--- config.mk ---
export PLATFORM = sky130hd
export DESIGN_NAME = shift_add_multiplier_flat
export DESIGN_NICKNAME = d
export VERILOG_FILES = /design/src/rtl/shift_add_multiplier_if.sv /design/src/rtl/shift_add_multiplier.sv /design/src/flat_wrapper.sv
export SDC_FILE = /design/constraint.sdc
export NUM_CORES = 1
export LEC_CHECK = 0
export BUFFER_PORTS_ARGS = -buffer_cell sky130_fd_sc_hd__buf_4
export CAP_MARGIN = 25
export CORE_MARGIN = 1.5
export CORE_UTILIZATION = 48
export CTS_CLUSTER_SIZE = 14
export DETAILED_ROUTE_END_ITERATION = 8
export GPL_TIMING_DRIVEN = 0
export PLACE_DENSITY = 0.66
export SLEW_MARGIN = 5
export SYNTH_ARGS = -nofsm -noshare
export SYNTH_HDL_FRONTEND = slang
export SYNTH_SLANG_ARGS = --single-unit
--- constraint.sdc ---
create_clock -name clk -period 3.1 [get_ports clk]
set_input_delay 0.31 -clock clk [delete_from_list [all_inputs] [get_ports clk]]
set_output_delay 0.31 -clock clk [all_outputs]
set_load 0.005 [all_outputs]
--- src/rtl/shift_add_multiplier_if.sv ---
// ---------------------------------------------------------------------------
// shift_add_multiplier_if
//   Handshake and data bundle for the sequential shift-add multiplier.
//   The master issues requests; the slave (the multiplier) reports status
//   and the result.
//
// Parameters
//   WIDTH    operand width; product is 2*WIDTH bits
//
// Signals
//   start    master -> slave  request, sampled only while the slave is idle
//                             or in its done cycle
//   a        master -> slave  multiplicand (captured on accepted start)
//   b        master -> slave  multiplier   (captured on accepted start)
//   busy     slave -> master  high while the iteration loop runs
//   done     slave -> master  one-cycle pulse when product becomes valid
//   product  slave -> master  result, held until the next completion or reset
// ---------------------------------------------------------------------------
interface shift_add_multiplier_if #(
  parameter int WIDTH = 4
);
  logic                   start;
  logic [WIDTH-1:0]       a;
  logic [WIDTH-1:0]       b;
  logic                   busy;
  logic                   done;
  logic [2*WIDTH-1:0]     product;

  modport master (
    output start, a, b,
    input  busy, done, product
  );

  modport slave (
    input  start, a, b,
    output busy, done, product
  );
endinterface

--- src/rtl/shift_add_multiplier.sv ---
// ---------------------------------------------------------------------------
// shift_add_multiplier
//   Sequential unsigned WIDTH x WIDTH multiplier. One ripple-carry adder of
//   WIDTH full adders is reused each clock; the accumulator and multiplier
//   registers form one 2*WIDTH+1-bit shift register (carry on top).
//
// Parameters
//   WIDTH    operand width (>= 2)
//
// Ports
//   clk      clock, all state updates on the rising edge
//   rst      synchronous active-high reset; aborts any running operation
//   bus      shift_add_multiplier_if.slave (start/a/b in, busy/done/product out)
//
// Build option
//   SHIFT_ADD_MULT_EARLY_TERM_EN  when defined, the loop stops as soon as the
//   remaining unconsumed multiplier bits are all zero and the outstanding
//   shifts are applied in one step. Results are identical; only latency
//   changes. When undefined, every operation takes exactly WIDTH iterations.
// ---------------------------------------------------------------------------
module shift_add_multiplier #(
  parameter int WIDTH = 4
) (
  input  logic                  clk,
  input  logic                  rst,
  shift_add_multiplier_if.slave bus
);

  localparam int CNT_W = $clog2(WIDTH) + 1;

  localparam logic [1:0] IDLE = 2'd0;
  localparam logic [1:0] RUN  = 2'd1;
  localparam logic [1:0] DONE = 2'd2;

  logic [1:0]           state_reg;
  logic [WIDTH-1:0]     mcand_reg;
  logic [WIDTH-1:0]     mplr_reg;
  logic [WIDTH-1:0]     acc_reg;
  logic [CNT_W-1:0]     cnt_reg;
  logic [2*WIDTH-1:0]   product_reg;

  logic [WIDTH-1:0]     addend;
  logic [WIDTH:0]       sum;
  logic [WIDTH-1:0]     acc_next;
  logic [WIDTH-1:0]     mplr_next;
  logic [2*WIDTH-1:0]   shifted;
  logic [2*WIDTH-1:0]   product_next;
  logic                 last_iter;

  // Partial product for this step: multiplicand gated by the current
  // multiplier LSB.
  assign addend = mplr_reg[0] ? mcand_reg : '0;

  // Ripple-carry chain; each stage keeps its own carry-out so the chain is
  // not a self-referencing vector.
  generate
    for (genvar gi = 0; gi < WIDTH; gi++) begin : g_fa
      logic c_in;
      logic c_out;
      if (gi == 0) begin : g_first
        assign c_in = 1'b0;
      end else begin : g_rest
        assign c_in = g_fa[gi-1].c_out;
      end
      assign sum[gi] = acc_reg[gi] ^ addend[gi] ^ c_in;
      assign c_out   = (acc_reg[gi] & addend[gi]) | (c_in & (acc_reg[gi] ^ addend[gi]));
    end
  endgenerate

  assign sum[WIDTH] = g_fa[WIDTH-1].c_out;

  // {sum, mplr} >> 1: carry drops into the accumulator MSB and the sum LSB
  // becomes the next settled product bit at the top of the multiplier reg.
  assign acc_next  = sum[WIDTH:1];
  assign mplr_next = {sum[0], mplr_reg[WIDTH-1:1]};
  assign shifted   = {acc_next, mplr_next};

`ifdef SHIFT_ADD_MULT_EARLY_TERM_EN
  // After iteration cnt, the low WIDTH-1-cnt bits of mplr_next are still
  // original multiplier bits. If they are all zero, the remaining steps would
  // only shift, so apply that shift directly.
  logic [WIDTH-1:0] rem_mask;
  logic [CNT_W-1:0] shamt;

  assign rem_mask     = {WIDTH{1'b1}} >> (cnt_reg + CNT_W'(1));
  assign last_iter    = ((mplr_next & rem_mask) == '0);
  assign shamt        = CNT_W'(WIDTH - 1) - cnt_reg;
  assign product_next = shifted >> shamt;
`else
  assign last_iter    = (cnt_reg == CNT_W'(WIDTH - 1));
  assign product_next = shifted;
`endif

  always_ff @(posedge clk) begin
    if (rst) begin
      state_reg   <= IDLE;
      mcand_reg   <= '0;
      mplr_reg    <= '0;
      acc_reg     <= '0;
      cnt_reg     <= '0;
      product_reg <= '0;
    end else begin
      case (state_reg)
        IDLE, DONE: begin
          // The done cycle also accepts a new request (back-to-back).
          if (bus.start) begin
            mcand_reg <= bus.a;
            mplr_reg  <= bus.b;
            acc_reg   <= '0;
            cnt_reg   <= '0;
            state_reg <= RUN;
          end else begin
            state_reg <= IDLE;
          end
        end
        RUN: begin
          acc_reg  <= acc_next;
          mplr_reg <= mplr_next;
          cnt_reg  <= cnt_reg + CNT_W'(1);
          if (last_iter) begin
            product_reg <= product_next;
            state_reg   <= DONE;
          end
        end
        default: state_reg <= IDLE;
      endcase
    end
  end

  assign bus.busy    = (state_reg == RUN);
  assign bus.done    = (state_reg == DONE);
  assign bus.product = product_reg;

endmodule

--- src/flat_wrapper.sv ---
// flat-port wrapper written by rule: the top's interface ports become plain ports
module shift_add_multiplier_flat 
#(
  parameter int WIDTH = 4
)
  (clk, rst, bus_start, bus_a, bus_b, bus_busy, bus_done, bus_product);
  shift_add_multiplier_if #(.WIDTH(WIDTH)) bus_i ();
  input  logic clk;
  input  logic rst;
  input wire logic [$bits(bus_i.start)-1:0] bus_start;
  input wire logic [$bits(bus_i.a)-1:0] bus_a;
  input wire logic [$bits(bus_i.b)-1:0] bus_b;
  output wire logic [$bits(bus_i.busy)-1:0] bus_busy;
  output wire logic [$bits(bus_i.done)-1:0] bus_done;
  output wire logic [$bits(bus_i.product)-1:0] bus_product;
  assign bus_i.start = bus_start;
  assign bus_i.a = bus_a;
  assign bus_i.b = bus_b;
  assign bus_busy = bus_i.busy;
  assign bus_done = bus_i.done;
  assign bus_product = bus_i.product;
  shift_add_multiplier #(.WIDTH(WIDTH)) u_core (.clk(clk), .rst(rst), .bus(bus_i));
endmodule
Yosys cells after proc, flatten, opt, wreduce, memory -nomap -nowiden --
Cells that the tools add are included.
Word-level totals: bits in registers 25, input port bits 11, output and inout bits 10, logic and storage cells 45
Cells by class: add/sub/neg operators 1, eq/ne operators 5, muxes and demuxes 10, bitwise operators 17, reduce and logical (&&, ||, !) cells 6
Operators by type and width (count):
- $pmux W4 S2 | 2
- $mux W4 | 3
- $and A1 B1 Y1 | 7
- $xor A1 B1 Y1 | 7
- $pmux W3 S2 | 1
- $reduce_and A2 Y1 | 3
- $pmux W2 S2 | 1
- $add A3 B1 Y3 const B | 1
- $eq A3 B2 Y1 const B | 1
- $mux W3 | 1
- $or A1 B1 Y1 | 3
- $eq A2 B1 Y1 const B | 1
- $eq A2 B2 Y1 const B | 1
- $logic_not A2 Y1 | 1
- $mux W2 | 1
- $ne A2 B1 Y1 const B | 1
- $ne A2 B2 Y1 const B | 1
- $reduce_bool A2 Y1 | 1
- $reduce_or A2 Y1 | 1
- $mux W1 | 1

Longest topological paths before layout --
depth in word-level cells 9, mapped depth 9

Worst setup path before layout --
No wires, ideal clock.
path type flip-flop to flip-flop, start point register u_core.mplr_reg[0], end point register u_core.acc_reg[2], setup time 128 ps, arrival 2129 ps, required time 2972 ps, path slack 843 ps, stages on the path, launching flop included 10, path buffers 0, clock period less this slack 2257 ps, cells stage by stage dfxtp_1 -> and2_1 -> ha_1 -> inv_1 -> fa_1 -> fa_1 -> fa_1 -> nor3b_1 -> a31oi_1 -> nor2_1
On the way: cells in the longest elaborated chain, start to end 8, elaborated cells between the ends (all ways) 13, those cells by class 2 x mux; 11 x bitwise
Ends and longest elaborated chain:
- start: declaration | RTL line shift_add_multiplier.sv:37 | logic [WIDTH-1:0] mplr_reg;
- start signal: assignment | RTL line shift_add_multiplier.sv:108 | mplr_reg <= bus.b;
- start signal: assignment | RTL line shift_add_multiplier.sv:118 | mplr_reg <= mplr_next;
- $mux W4 (*) | RTL line shift_add_multiplier.sv:52 | assign addend = mplr_reg[0] ? mcand_reg : '0;
- $and A1 B1 Y1 / $xor A1 B1 Y1 (equally long branches) | RTL line shift_add_multiplier.sv:66 | assign c_out = (acc_reg[gi] & addend[gi]) | (c_in & (acc_reg[gi] ^ addend[gi]));
- $and A1 B1 Y1 | RTL line shift_add_multiplier.sv:66
- $or A1 B1 Y1 | RTL line shift_add_multiplier.sv:66
- $and A1 B1 Y1 | RTL line shift_add_multiplier.sv:66
- $or A1 B1 Y1 | RTL line shift_add_multiplier.sv:66
- $xor A1 B1 Y1 (*) | RTL line shift_add_multiplier.sv:65 | assign sum[gi] = acc_reg[gi] ^ addend[gi] ^ c_in;
- $pmux W4 S2 (*) | RTL line shift_add_multiplier.sv:103 | case (state_reg)
- end signal: assignment | RTL line shift_add_multiplier.sv:117 | acc_reg <= acc_next;
- end: declaration | RTL line shift_add_multiplier.sv:38 | logic [WIDTH-1:0] acc_reg;
Mark *: on every way between the ends. The rest lies on a longest branch, timed or not. A chain may end at the register's enable or synchronous reset.

Final worst setup path --
Ends and elaborated chain as after synthesis.

==> metrics.yaml <==
final_nets: 165
cp.required_ns: 3.29
firstDrtPassIters: 4
ir_drop_mv: 0.3284
hold_path_end: "u_core.mcand_reg[0]$_SDFFE_PP0P_"
grt_pass1_vias: 822
yosys.area_share.adder: 0.08581
ys_seq_area_frac: 0.4400
power_mw: 0.5448
drt-total-wl_um: 2153
grt_usage: 0.1897
power_frac_clock: 0.255
io_pins: 21
seq_power_share: 0.630
syn2layout_area_growth_pct: 18.04
synth-edff-count: 0
clk_path_buf_depth: 2
power_density_nw_per_um2: 405.8
dieArea_um2: 2670
r2r-start: "u_core.mplr_reg[0]$_SDFFE_PP0P_"
grt_first_pass_wirelength_um: 3801
cts_sinks: 25
htree_levels: 1
io_buffer_count: 19
start_util: 0.5092
p_sw_frac: 0.2469
slew_violations: 0
synth_warnings: 0
ys_types: 27
setup_viol: 0
postCtsSetupRepairBufs: 0
reg2reg_depth: 9
synth_top_family_by_area: "simple AND/OR/NAND/NOR gates"
worstSetupStartpointType: "flip-flop"
skew_ns: 0.001879
largest_reg_flops: 8
dp.cells: 171
timing.fmax_ghz: 0.4115
drc: 0
min_path_type: "primary input to flip-flop"
stdcell_count: 175
p_int_mw: 0.4103
num_antenna_cells: 0
holdWs_ns: 0.2364
worstHoldStart: "bus_a[0]"
synthXorXnorAreaFrac: 0
gp_congestion: 0.7276
path_clk_slew_ns: 0.13
coreArea_um2: 2233
power_switching_mw: 0.1345
combPwrFrac: 0.115
status: "finished clean"
utilization: 0.6011
antenna_found_initial: 0
critPathMaxFanout: 5
vias: 877
cts_root_buffer: "clkbuf_4"
setup_tns_ns: 0
end_kind: "flip-flop"
r2r_slack_ns: 0.67
dpl.hpwl_um: 1634
synth-compound-area-share: 0.1353
drive_gt1_frac: 0.2449
grt_overflow: 0
synth_simple_gate_area_frac: 0.2178
avgSynthCellArea_um2: 9.172
fp-row-count: 17
cts_made_buffers: 3
async_reset_ff_frac: 0
clkLatencyLatePin_ns: 0.30
critPathKind: "flip-flop to flip-flop"
maxCapViolations: 0
holdPathStages: 3
synthesis.nets: 141
synthCells: 124
finalCritPeriodShare: 0.7840
viasPerCell: 5.011
ys_ff_latch: 25
die-width_um: 51.68
synth.area.mux_share: 0.03520
chipHeight_um: 51.68
cts_hold_buf: 0
cp.arrival_ns: 2.63
tightest_slew_ns: 0.4530
first_iter_violations: 12
ant_nets: 0
syn_area_um2: 1137
wl_per_cell_um: 12.30
reg2reg_to: "u_core.acc_reg[2]$_SDFFE_PP0P_"
relSlewSlack: 0.6980
fin_crit_ns: 2.430
synthFlopType: "dfxtp_1"
rsz0062_at_grt: "no"
cts_tree: "done"
power.leakage_nw: 0.5255
grt_max_degree: 15
ctsResizeCount: 0
hold_viol_final: 0
## cell usage after synthesis (3+ instances only)
cell type / number / area, um2
buf_2: 3 / 15.01
a311oi_1: 4 / 35.03
mux2i_1: 4 / 40.04
inv_1: 6 / 22.52
a31oi_1: 5 / 31.28
dfxtp_1: 25 / 500.5
nand2_1: 20 / 75.07
a211oi_2: 4 / 50.05
ha_1: 3 / 37.54
fa_1: 3 / 60.06
a21oi_1: 6 / 30.03
nor2_1: 17 / 63.81
nand2b_1: 3 / 18.77
nor3b_1: 5 / 37.54
## cell usage in the layout, fill, tap and decap left out, types with 3 or more instances in the layout
cell,n
nor3b_1,5
nand2_1,20
a31oi_1,5
nand2b_1,3
nor2_1,17
a311oi_1,4
mux2i_1,4
clkbuf_4,3
ha_1,3
dfxtp_1,25
buf_2,3
buf_4,21
inv_1,6
fa_1,3
a211oi_2,4
a21oi_1,6
## critical path, stage by stage, from the launching register on
cell	delay, ns
dfxtp_1	0.42
and2_1	0.15
ha_1	0.13
inv_1	0.05
fa_1	0.39
fa_1	0.39
fa_1	0.53
nor3b_1	0.06
a31oi_1	0.15
nor2_1	0.05
## how the worst max path moves through the flow
stage,startpoint,to,slack [ns],depth (start not counted)
after floorplan,u_core.mplr_reg[0]$_SDFFE_PP0P_,u_core.acc_reg[2]$_SDFFE_PP0P_,0.84,9
after global placement,u_core.mplr_reg[0]$_SDFFE_PP0P_,u_core.acc_reg[2]$_SDFFE_PP0P_,0.70,9
after detailed placement,u_core.mplr_reg[0]$_SDFFE_PP0P_,u_core.acc_reg[2]$_SDFFE_PP0P_,0.68,9
after CTS,u_core.mplr_reg[0]$_SDFFE_PP0P_,u_core.acc_reg[2]$_SDFFE_PP0P_,0.66,9
after global routing,u_core.mplr_reg[0]$_SDFFE_PP0P_,u_core.acc_reg[2]$_SDFFE_PP0P_,0.51,9
final,u_core.mplr_reg[0]$_SDFFE_PP0P_,u_core.acc_reg[2]$_SDFFE_PP0P_,0.67,9
## through the flow
step | worst slack (ns) | cell area [um2]
after floorplan | 0.8433 | 1137
after global placement | 0.7044 | 1315
after detailed placement | 0.6828 | 1315
after CTS | 0.6628 | 1343
after global routing | 0.5068 | 1343
final | 0.6696 | 1343
## power groups by stage
stage | Sequential [mW] | Combinational, mW | Clock (mW)
2_1_floorplan | 0.347 | 0.0422 | 0
3_3_place_gp | 0.350 | 0.0611 | 0
3_5_place_dp | 0.350 | 0.0631 | 0
4_1_cts | 0.343 | 0.0633 | 0.146
5_1_grt | 0.345 | 0.0706 | 0.157
6_report | 0.343 | 0.0628 | 0.139
## area by class of cell
type,count,area [um2]
Clock inverter,1,5.005
Tap cell,28,35.03
Sequential cell,25,500.5
Timing Repair Buffer,19,142.6
Fill cell,208,890.9
Buffer,10,75.07
Multi-Input combinational cell,83,539.3
Clock buffer,3,22.52
Inverter,6,22.52
## per-layer routing
metal / vias to the layer above / wire length, um / GRT usage
met4: 0 / 13 / 0.05263
met2: 15 / 1002 / 0.2906
li1: 455 / - / -
met3: 2 / 61 / 0.02586
met1: 405 / 1076 / 0.2792
met5: - / 0 / 0
## kinds of logic after synthesis
family	after synthesis
flip-flops	25
buffers and inverters	16
AND/OR/NAND/NOR	53
adder cells (fa/ha/maj)	6
AO/OA/AOI/OAI	20
multiplexers	4
(Power assumes the default switching activity.)
